[config.mk]
export PLATFORM = sky130hd
export DESIGN_NAME = fifo_sync_param_flat
export DESIGN_NICKNAME = d
export VERILOG_FILES = /design/src/rtl/fifo_sync_param_if.sv /design/src/rtl/fifo_sync_param.sv /design/src/flat_wrapper.sv
export SDC_FILE = /design/constraint.sdc
export NUM_CORES = 1
export LEC_CHECK = 0
export ABC_AREA = 1
export CORE_ASPECT_RATIO = 0.8
export CORE_MARGIN = 4
export CORE_UTILIZATION = 40
export DETAILED_ROUTE_END_ITERATION = 7
export GPL_TIMING_DRIVEN = 0
export MAX_ROUTING_LAYER = met4
export PLACE_DENSITY = 0.62
export SYNTH_ARGS = -nofsm -noshare
export SYNTH_HDL_FRONTEND = slang
export SYNTH_SLANG_ARGS = --single-unit
[constraint.sdc]
create_clock -name clk -period 2.6 [get_ports clk]
set_clock_uncertainty 0.15 [all_clocks]
set_input_delay 0.26 -clock clk [delete_from_list [all_inputs] [get_ports clk]]
set_output_delay 0.26 -clock clk [all_outputs]
set_load 0.01 [all_outputs]
[src/rtl/fifo_sync_param_if.sv]
// Producer/consumer bundle for fifo_sync_param: write and read handshakes, read data and
// occupancy status. The FIFO takes the slave side; the driving agent takes the master side.
interface fifo_sync_param_if #(
    parameter int unsigned WIDTH = 16,
    parameter int unsigned CW    = 4
) ();

    logic [WIDTH-1:0] data_in;
    logic             wr_en;
    logic             rd_en;
    logic [WIDTH-1:0] data_out;
    logic             wr_ack;
    logic             overflow;
    logic             underflow;
    logic             full;
    logic             empty;
    logic             almostfull;
    logic             almostempty;
    logic [CW-1:0]    count;

    modport master (
        output data_in,
        output wr_en,
        output rd_en,
        input  data_out,
        input  wr_ack,
        input  overflow,
        input  underflow,
        input  full,
        input  empty,
        input  almostfull,
        input  almostempty,
        input  count
    );

    modport slave (
        input  data_in,
        input  wr_en,
        input  rd_en,
        output data_out,
        output wr_ack,
        output overflow,
        output underflow,
        output full,
        output empty,
        output almostfull,
        output almostempty,
        output count
    );

endinterface

[src/rtl/fifo_sync_param.sv]
// Parametrised single-clock FIFO with occupancy count, almost-full/empty thresholds and a
// selectable registered or first-word-fall-through read port.
module fifo_sync_param #(
    parameter int unsigned FIFO_WIDTH = 16,
    parameter int unsigned FIFO_DEPTH = 8,
    parameter int unsigned AF_LEVEL   = FIFO_DEPTH - 1,
    parameter int unsigned AE_LEVEL   = 1,
    parameter int unsigned FWFT       = 0
) (
    input  logic             clk,
    input  logic             rst_n,
    fifo_sync_param_if.slave fifo_io
);

    localparam int unsigned CW = $clog2(FIFO_DEPTH + 1);
    localparam int unsigned PW = $clog2(FIFO_DEPTH);

    if (FIFO_WIDTH < 1) begin : g_bad_width
        $error("fifo_sync_param: FIFO_WIDTH must be at least 1");
    end
    if (FIFO_DEPTH < 2) begin : g_bad_depth
        $error("fifo_sync_param: FIFO_DEPTH must be at least 2");
    end
    if (AF_LEVEL < 1 || AF_LEVEL > FIFO_DEPTH) begin : g_bad_af
        $error("fifo_sync_param: AF_LEVEL out of range 1..FIFO_DEPTH");
    end
    if (AE_LEVEL > FIFO_DEPTH - 1) begin : g_bad_ae
        $error("fifo_sync_param: AE_LEVEL out of range 0..FIFO_DEPTH-1");
    end

    logic [FIFO_WIDTH-1:0] mem_q [FIFO_DEPTH];

    logic [PW-1:0] wr_ptr_q, wr_ptr_d;
    logic [PW-1:0] rd_ptr_q, rd_ptr_d;
    logic [CW-1:0] count_q, count_d;
    logic          wr_ack_q, wr_ack_d;
    logic          overflow_q, overflow_d;
    logic          underflow_q, underflow_d;

    logic full, empty;
    logic wr_ok, rd_ok;

    // Explicit wrap so non-power-of-two depths never index past the array.
    function automatic logic [PW-1:0] ptr_inc(input logic [PW-1:0] ptr);
        return (ptr == PW'(FIFO_DEPTH - 1)) ? '0 : ptr + PW'(1);
    endfunction

    assign full  = (count_q == CW'(FIFO_DEPTH));
    assign empty = (count_q == '0);

    // A read frees a slot in the same cycle, so a full FIFO still accepts a paired write.
    assign rd_ok = fifo_io.rd_en && !empty;
    assign wr_ok = fifo_io.wr_en && (!full || rd_ok);

    always_comb begin
        wr_ptr_d    = wr_ptr_q;
        rd_ptr_d    = rd_ptr_q;
        count_d     = count_q;
        wr_ack_d    = wr_ok;
        overflow_d  = fifo_io.wr_en && !wr_ok;
        underflow_d = fifo_io.rd_en && !rd_ok;

        if (wr_ok) begin
            wr_ptr_d = ptr_inc(wr_ptr_q);
        end
        if (rd_ok) begin
            rd_ptr_d = ptr_inc(rd_ptr_q);
        end

        case ({wr_ok, rd_ok})
            2'b10:   count_d = count_q + CW'(1);
            2'b01:   count_d = count_q - CW'(1);
            default: count_d = count_q;
        endcase
    end

    always_ff @(posedge clk) begin
        if (!rst_n) begin
            wr_ptr_q    <= '0;
            rd_ptr_q    <= '0;
            count_q     <= '0;
            wr_ack_q    <= 1'b0;
            overflow_q  <= 1'b0;
            underflow_q <= 1'b0;
        end else begin
            wr_ptr_q    <= wr_ptr_d;
            rd_ptr_q    <= rd_ptr_d;
            count_q     <= count_d;
            wr_ack_q    <= wr_ack_d;
            overflow_q  <= overflow_d;
            underflow_q <= underflow_d;
        end
    end

    // Storage is not reset; requests in a reset cycle are ignored.
    always_ff @(posedge clk) begin
        if (rst_n && wr_ok) begin
            mem_q[wr_ptr_q] <= fifo_io.data_in;
        end
    end

    if (FWFT != 0) begin : g_fwft
        // Head word is always on display; it is stale while the FIFO is empty.
        assign fifo_io.data_out = mem_q[rd_ptr_q];
    end else begin : g_std
        logic [FIFO_WIDTH-1:0] data_out_q;

        always_ff @(posedge clk) begin
            if (!rst_n) begin
                data_out_q <= '0;
            end else if (rd_ok) begin
                data_out_q <= mem_q[rd_ptr_q];
            end
        end

        assign fifo_io.data_out = data_out_q;
    end

    assign fifo_io.wr_ack      = wr_ack_q;
    assign fifo_io.overflow    = overflow_q;
    assign fifo_io.underflow   = underflow_q;
    assign fifo_io.full        = full;
    assign fifo_io.empty       = empty;
    assign fifo_io.almostfull  = (count_q >= CW'(AF_LEVEL));
    assign fifo_io.almostempty = (count_q <= CW'(AE_LEVEL));
    assign fifo_io.count       = count_q;

endmodule

[src/flat_wrapper.sv]
// flat-port wrapper written by rule: the top's interface ports become plain ports
module fifo_sync_param_flat 
#(
    parameter int unsigned FIFO_WIDTH = 16,
    parameter int unsigned FIFO_DEPTH = 8,
    parameter int unsigned AF_LEVEL   = FIFO_DEPTH - 1,
    parameter int unsigned AE_LEVEL   = 1,
    parameter int unsigned FWFT       = 0
)
  (clk, rst_n, fifo_io_data_in, fifo_io_wr_en, fifo_io_rd_en, fifo_io_data_out, fifo_io_wr_ack, fifo_io_overflow, fifo_io_underflow, fifo_io_full, fifo_io_empty, fifo_io_almostfull, fifo_io_almostempty, fifo_io_count);
  fifo_sync_param_if #(.WIDTH((16)), .CW(4)) fifo_io_i ();
  input  logic clk;
  input  logic rst_n;
  input wire logic [$bits(fifo_io_i.data_in)-1:0] fifo_io_data_in;
  input wire logic [$bits(fifo_io_i.wr_en)-1:0] fifo_io_wr_en;
  input wire logic [$bits(fifo_io_i.rd_en)-1:0] fifo_io_rd_en;
  output wire logic [$bits(fifo_io_i.data_out)-1:0] fifo_io_data_out;
  output wire logic [$bits(fifo_io_i.wr_ack)-1:0] fifo_io_wr_ack;
  output wire logic [$bits(fifo_io_i.overflow)-1:0] fifo_io_overflow;
  output wire logic [$bits(fifo_io_i.underflow)-1:0] fifo_io_underflow;
  output wire logic [$bits(fifo_io_i.full)-1:0] fifo_io_full;
  output wire logic [$bits(fifo_io_i.empty)-1:0] fifo_io_empty;
  output wire logic [$bits(fifo_io_i.almostfull)-1:0] fifo_io_almostfull;
  output wire logic [$bits(fifo_io_i.almostempty)-1:0] fifo_io_almostempty;
  output wire logic [$bits(fifo_io_i.count)-1:0] fifo_io_count;
  assign fifo_io_i.data_in = fifo_io_data_in;
  assign fifo_io_i.wr_en = fifo_io_wr_en;
  assign fifo_io_i.rd_en = fifo_io_rd_en;
  assign fifo_io_data_out = fifo_io_i.data_out;
  assign fifo_io_wr_ack = fifo_io_i.wr_ack;
  assign fifo_io_overflow = fifo_io_i.overflow;
  assign fifo_io_underflow = fifo_io_i.underflow;
  assign fifo_io_full = fifo_io_i.full;
  assign fifo_io_empty = fifo_io_i.empty;
  assign fifo_io_almostfull = fifo_io_i.almostfull;
  assign fifo_io_almostempty = fifo_io_i.almostempty;
  assign fifo_io_count = fifo_io_i.count;
  fifo_sync_param #(.FIFO_WIDTH(FIFO_WIDTH), .FIFO_DEPTH(FIFO_DEPTH), .AF_LEVEL(AF_LEVEL), .AE_LEVEL(AE_LEVEL), .FWFT(FWFT)) u_core (.clk(clk), .rst_n(rst_n), .fifo_io(fifo_io_i));
endmodule
Word level (Yosys, flattened, before mapping)
Memory sizes are Yosys's and may differ from the RTL's. A register that Yosys moved wholly into a read port is not among the register bits.
Index checks and enable logic that the tools add are counted.

operators by class
  shift-type cells = 0
  reductions and logical operators = 13
  equality and inequality tests = 5
  $add $sub $neg = 4
  muxes and demuxes = 5
  bitwise logic cells = 0
  multiply operators = 0
  magnitude comparators = 2
  divide/modulo/power cells = 0

operators with widths
  operator             count
  $pmux 4 s2           1
  $add 3x1->3 const B  2
  $eq 3x3->1 const B   2
  $mux 3               2
  $logic_and 1x1->1    5
  $logic_not 1->1      5
  $add 4x1->4 const B  1
  $eq 4x4->1 const B   1
  $ge 4x3->1 const B   1
  $le 4x1->1 const B   1
  $logic_not 4->1      1
  $sub 4x1->4 const B  1
  $eq 2x1->1 const B   1
  $eq 2x2->1 const B   1
  $mux 1               2
  $reduce_bool 2->1    1
  $logic_or 1x1->1     1

storage, ports and cells
  RAM bits = 128
  register bits = 13
  word-level logic and storage cells = 36
  input port bits = 20
  ROM bits = 0
  output and inout port bits = 27
  memories kept = 1
  bits in latches = 0

memory list
  memory        words  width  read ports  clocked after memory_dff  write ports  RTL line               text
  u_core.mem_q  8      16     1           1                         1            fifo_sync_param.sv:31  logic [FIFO_WIDTH-1:0] mem_q [FIFO_DEPTH];

Depth between registers and ports, before layout
  depth after elaboration = 8
  depth in mapped cells = 12
  mapped depth without buffers = 12

Worst setup path after synthesis
No wires, ideal clock.

  path kind = register -> register
  start = reg u_core.count_q[0], in the netlist u_core.fifo_io.count[0]
  end = mem u_core.mem_q[1][0], enable pin
  setup slack = 0.083 ns
  clock period less this slack = 2.517 ns
  data required time = 2.062 ns
  arrival time = 1.979 ns
  stages on the path, launching flop included = 10
  library setup time = 0.388 ns
  buffers on the path = 0
  path through = dfxtp_1 > inv_1 > ha_1 > inv_1 > nor3_2 > nand2_1 > nand2_4 > nor2_4 > nand2_2 > nor2_1

on the way
  elaborated cells on any way between the ends = 10
  classes of those cells = 1 x eq/ne; 2 x mux; 7 x reduce/logical

RTL lines
  element                       RTL line               text
  from (decl)                   fifo_sync_param.sv:35  logic [CW-1:0] count_q, count_d;
  from (signal assigned)        fifo_sync_param.sv:88  count_q <= count_d;
  $eq 4x4->1                    fifo_sync_param.sv:48  assign full = (count_q == CW'(FIFO_DEPTH));
  net fifo_io_full              flat_wrapper.sv:21     output wire logic [$bits(fifo_io_i.full)-1:0] fifo_io_full;
  $logic_not 1->1               fifo_sync_param.sv:53  assign wr_ok = fifo_io.wr_en && (!full || rd_ok);
  $logic_or 1x1->1              fifo_sync_param.sv:53
  $logic_and 1x1->1             fifo_sync_param.sv:53
  $logic_and 1x1->1             fifo_sync_param.sv:97  if (rst_n && wr_ok) begin
  $mux 1                        fifo_sync_param.sv:97
  $mux 1 (not written as such)  fifo_sync_param.sv:98  mem_q[wr_ptr_q] <= fifo_io.data_in;
  to (decl)                     fifo_sync_param.sv:31

The timed path passes the listed nets, and every way through them passes these cells.

Worst setup path after layout
  start = reg u_core.count_q[0], in the netlist u_core.fifo_io.count[0]
  end = mem u_core.mem_q[0][10], enable pin

on the way
  cells in the longest elaborated chain, start to end = 8
  elaborated cells on any way between the ends = 10
  classes of those cells = 1 x eq/ne; 2 x mux; 7 x reduce/logical

RTL lines
  element                         RTL line               text
  $logic_not 4->1                 fifo_sync_param.sv:49  assign empty = (count_q == '0);
  $logic_not 1->1                 fifo_sync_param.sv:52  assign rd_ok = fifo_io.rd_en && !empty;
  $logic_and 1x1->1               fifo_sync_param.sv:52
  $logic_or 1x1->1 *              fifo_sync_param.sv:53
  $logic_and 1x1->1 *             fifo_sync_param.sv:53
  $logic_and 1x1->1 *             fifo_sync_param.sv:97
  $mux 1 *                        fifo_sync_param.sv:97
  $mux 1 (not written as such) *  fifo_sync_param.sv:98

Every way passes the cells marked *; elsewhere a longest branch is shown, timed or not.

==> reports/metrics.cfg <==
[logic_synthesis]
synth-compound-area-share = 0.03281
synth_edf_count = 128
yosys_warnings = 0
yosysUniqueCellTypes = 27
synthSimpleGateAreaFrac = 0.2056
synth_area_leaders = edfxtp_1, nand2_1, dfxtp_1
syn_area_um2 = 6749
synth_top_family_by_area = simple AND/OR/NAND/NOR gates
muxShareOfSynthArea = 0
synth-seq-cells = 157
async_flop_share = 0
yosysSeqAreaShare = 0.6555
synth_flop_cell = edfxtp_1
synth-xor-area-share = 0.001298
syn_area_per_cell_um2 = 10.24
syn-num-nets = 687
synth_top_cell_area_share = 0.5695
synth_top_area_cell = edfxtp_1
synth_adder_area_share = 0.01483
synth_cells = 659

[worst_hold_path]
worstHoldStart = u_core.fifo_io.data_out[10]$_SDFFE_PN0P_
hold_path.class = reg -> reg

[route]
viasPerCell = 4.867
finalWirelength_mm = 16.71
vias = 4697
drtAntennaViolNets = 0
wl_per_cell_um = 17.32
drt-pass1-iter-count = 5
drtIter0Drc = 427
detail_route.drc_violations = 0

[worst_setup_path]
timing.rr.start = u_core.fifo_io.count[0]$_SDFFE_PN0P_
r2r_cells = 10
start_kind = register
critPathTopFamily = simple AND/OR/NAND/NOR gates
required_ns = 2.58
critPathMaxFanout = 10
cp_slowest_cell = dfxtp_1
crit_type = reg -> reg
cp_num_buf_inv = 3
critPathCaptureType = register
r2r_end = u_core.mem_q[0][10]$_DFFE_PP_
cp_cell_sequence = inv_1 > ha_1 > inv_1 > nor3_2 > nand2_1 > nand2_4 > nor2_4 > nand2_2 > nor2_4 > buf_8
critPathMaxStageDelay_ns = 0.41
crit_cells = 10
worstSetupStartpoint = u_core.fifo_io.count[0]$_SDFFE_PN0P_
r2r_slack_ns = 0.16
crit_end = u_core.mem_q[0][10]$_DFFE_PP_
crit_arrival_ns = 2.42

[layout]
fill_cells = 1469
num-nets-final = 760
layout_common_cells = nand2_1, edfxtp_1, inv_1, nand3_1, clkdlybuf4s50_1
syn_to_final_growth_pct = 22.75
seq_area_um2 = 4425
stdcell_count = 965
diodes = 0
utilization = 0.5005
mostFrequentLayoutCell = nand2_1
multi_input_area_um2 = 1778
drive_above_1_share = 0.1423

[sta]
drv_slew = 0
slew_headroom = 0.4261
setup_viol_count_final = 0
worstMarginPinSlew_ns = 0.8609
hold_viol_final = 0
timing.final.crit_share = 0.9393
rsz0062_at_grt = false
post-route-min-period_ns = 2.442
fmax_mhz = 409.5

[status]
outcome = finished clean

[die]
core-area_um2 = 16550
std_cell_rows = 42
die_h_um = 124.2
start_util = 0.4077
io_pins = 47
chipWidth_um = 153.2
die_area_um2 = 19030

[clock_tree]
cts_setup_buffers = 0
cts_max_path_buffers = 2
cts_buffers = 17
clock_latency_ns = 0.43
root_buffer = clkbuf_16
numClockSinks = 157
cts_tree = yes
cts.clk_slew.worst_paths_ns = 0.06
cts-htree-levels = 4

[grt]
grt_max_degree = 17
grt_first_pass_wirelength_mm = 25.81
grt_pass1_vias = 4672
antenna_found_initial = 0
grt_usage = 0.1884
globalRouteOverflowTotal = 0

[power]
p_per_area_nw_per_um2 = 935.2
peakVddDrop_v = 0.0005004
power.leakage_nw = 3.406
total_power_mw = 7.747

[placed_design]
gp_congestion = 0.8317
portBuffers = 46
dp.cells = 933
hpwl_mm = 11.21

[job]
cap_violations = 0

[per-layer routing]
| metal | global-route usage | share of wire | up-vias |
|---|---|---|---|
| li1 | - | - | 2281 |
| met1 | 0.2438 | 0.44 | 2235 |
| met2 | 0.2915 | 0.45 | 160 |
| met3 | 0.05175 | 0.093 | 21 |
| met4 | 0.06121 | 0.015 | 0 |
| met5 | - | 0 | - |
[tightest hold or removal path: cells and delay by family (launching register included)]
kind / cells / cell delay (ns)
AO/OA/AOI/OAI: 1 / 0.05
flip-flops: 1 / 0.31
AND/OR/NAND/NOR: 1 / 0.06
[area by class of cell]
cell class	count	share of cell area
repair buffers	54	0.07114
well taps	220	0.03323
inverters	117	0.05362
plain buffers	29	0.01963
flip-flops and latches	157	0.5342
clock inverters	11	0.01676
multi-input cells	356	0.2146
clock buffers	21	0.05679
[cell usage after synthesis (2+ instances only)]
cell	n
ha_1	8
inv_1	109
nor3_1	2
inv_2	7
dfxtp_1	29
buf_4	4
nand2_4	2
o21ai_1	4
edfxtp_1	128
nand2_2	2
nand3_1	87
nand3_2	10
nor2_1	21
o21ai_0	4
nand4_1	2
a21oi_1	14
buf_2	19
buf_6	2
clkbuf_1	4
a211oi_2	2
a21oi_2	9
nand2_1	185
[state kept, by name, summed over array words and instances, names as in the netlist]
| signal | flops |
|---|---|
| u_core.mem_q | 128 |
| u_core.fifo_io.data_out | 16 |
| u_core.fifo_io.count | 4 |
| u_core.rd_ptr_q | 3 |
| u_core.wr_ptr_q | 3 |
| u_core.fifo_io.overflow | 1 |
| u_core.fifo_io.underflow | 1 |
| u_core.fifo_io.wr_ack | 1 |
[through the flow]
step	area [um^2]	TNS [ns]	worst slack, ns	hold WS (ns)
2_1_floorplan	6749	0	0.08301	0.2089
3_3_place_gp	7485	-81.93	-0.7182	0.3011
3_5_place_dp	7634	-0.05015	-0.007169	0.3044
4_1_cts	8248	0	0.03292	0.3116
5_1_grt	8284	0	0.01283	0.3270
6_report	8284	0	0.1577	0.3146
[where the power goes]
group	switching (mW)	internal (mW)	leakage (nW)
Sequential	0.0952	2.88	1.39
Clock	0.965	1.58	0.291
Combinational	1.41	0.814	1.72
[how the worst min path moves through the flow]
| stage | endpoint | slack [ns] | cells past startpoint |
|---|---|---|---|
| after detailed placement | u_core.fifo_io.data_out[12]$_SDFFE_PN0P_ | 0.30 | 2 |
| final | u_core.fifo_io.data_out[10]$_SDFFE_PN0P_ | 0.31 | 2 |
| after global placement | u_core.fifo_io.data_out[15]$_SDFFE_PN0P_ | 0.30 | 2 |
| after global routing | u_core.fifo_io.overflow$_SDFF_PN0_ | 0.33 | 3 |
| after floorplan | u_core.mem_q[0][0]$_DFFE_PP_ | 0.21 | 0 |
| after CTS | u_core.fifo_io.overflow$_SDFF_PN0_ | 0.31 | 3 |
[timing repair]
item,in CTS,in global routing
gates resized for setup,1,8
setup endpoints to repair,8,72
hold buffers,0,0
[cells by family after synthesis]
family / after synthesis
AND/OR/NAND/NOR: 313
flip-flops: 157
buffers and inverters: 146
AO/OA/AOI/OAI: 34
adder cells (fa/ha/maj): 8
XOR/XNOR: 1
No activity file was read; power rests on OpenSTA's default activity.
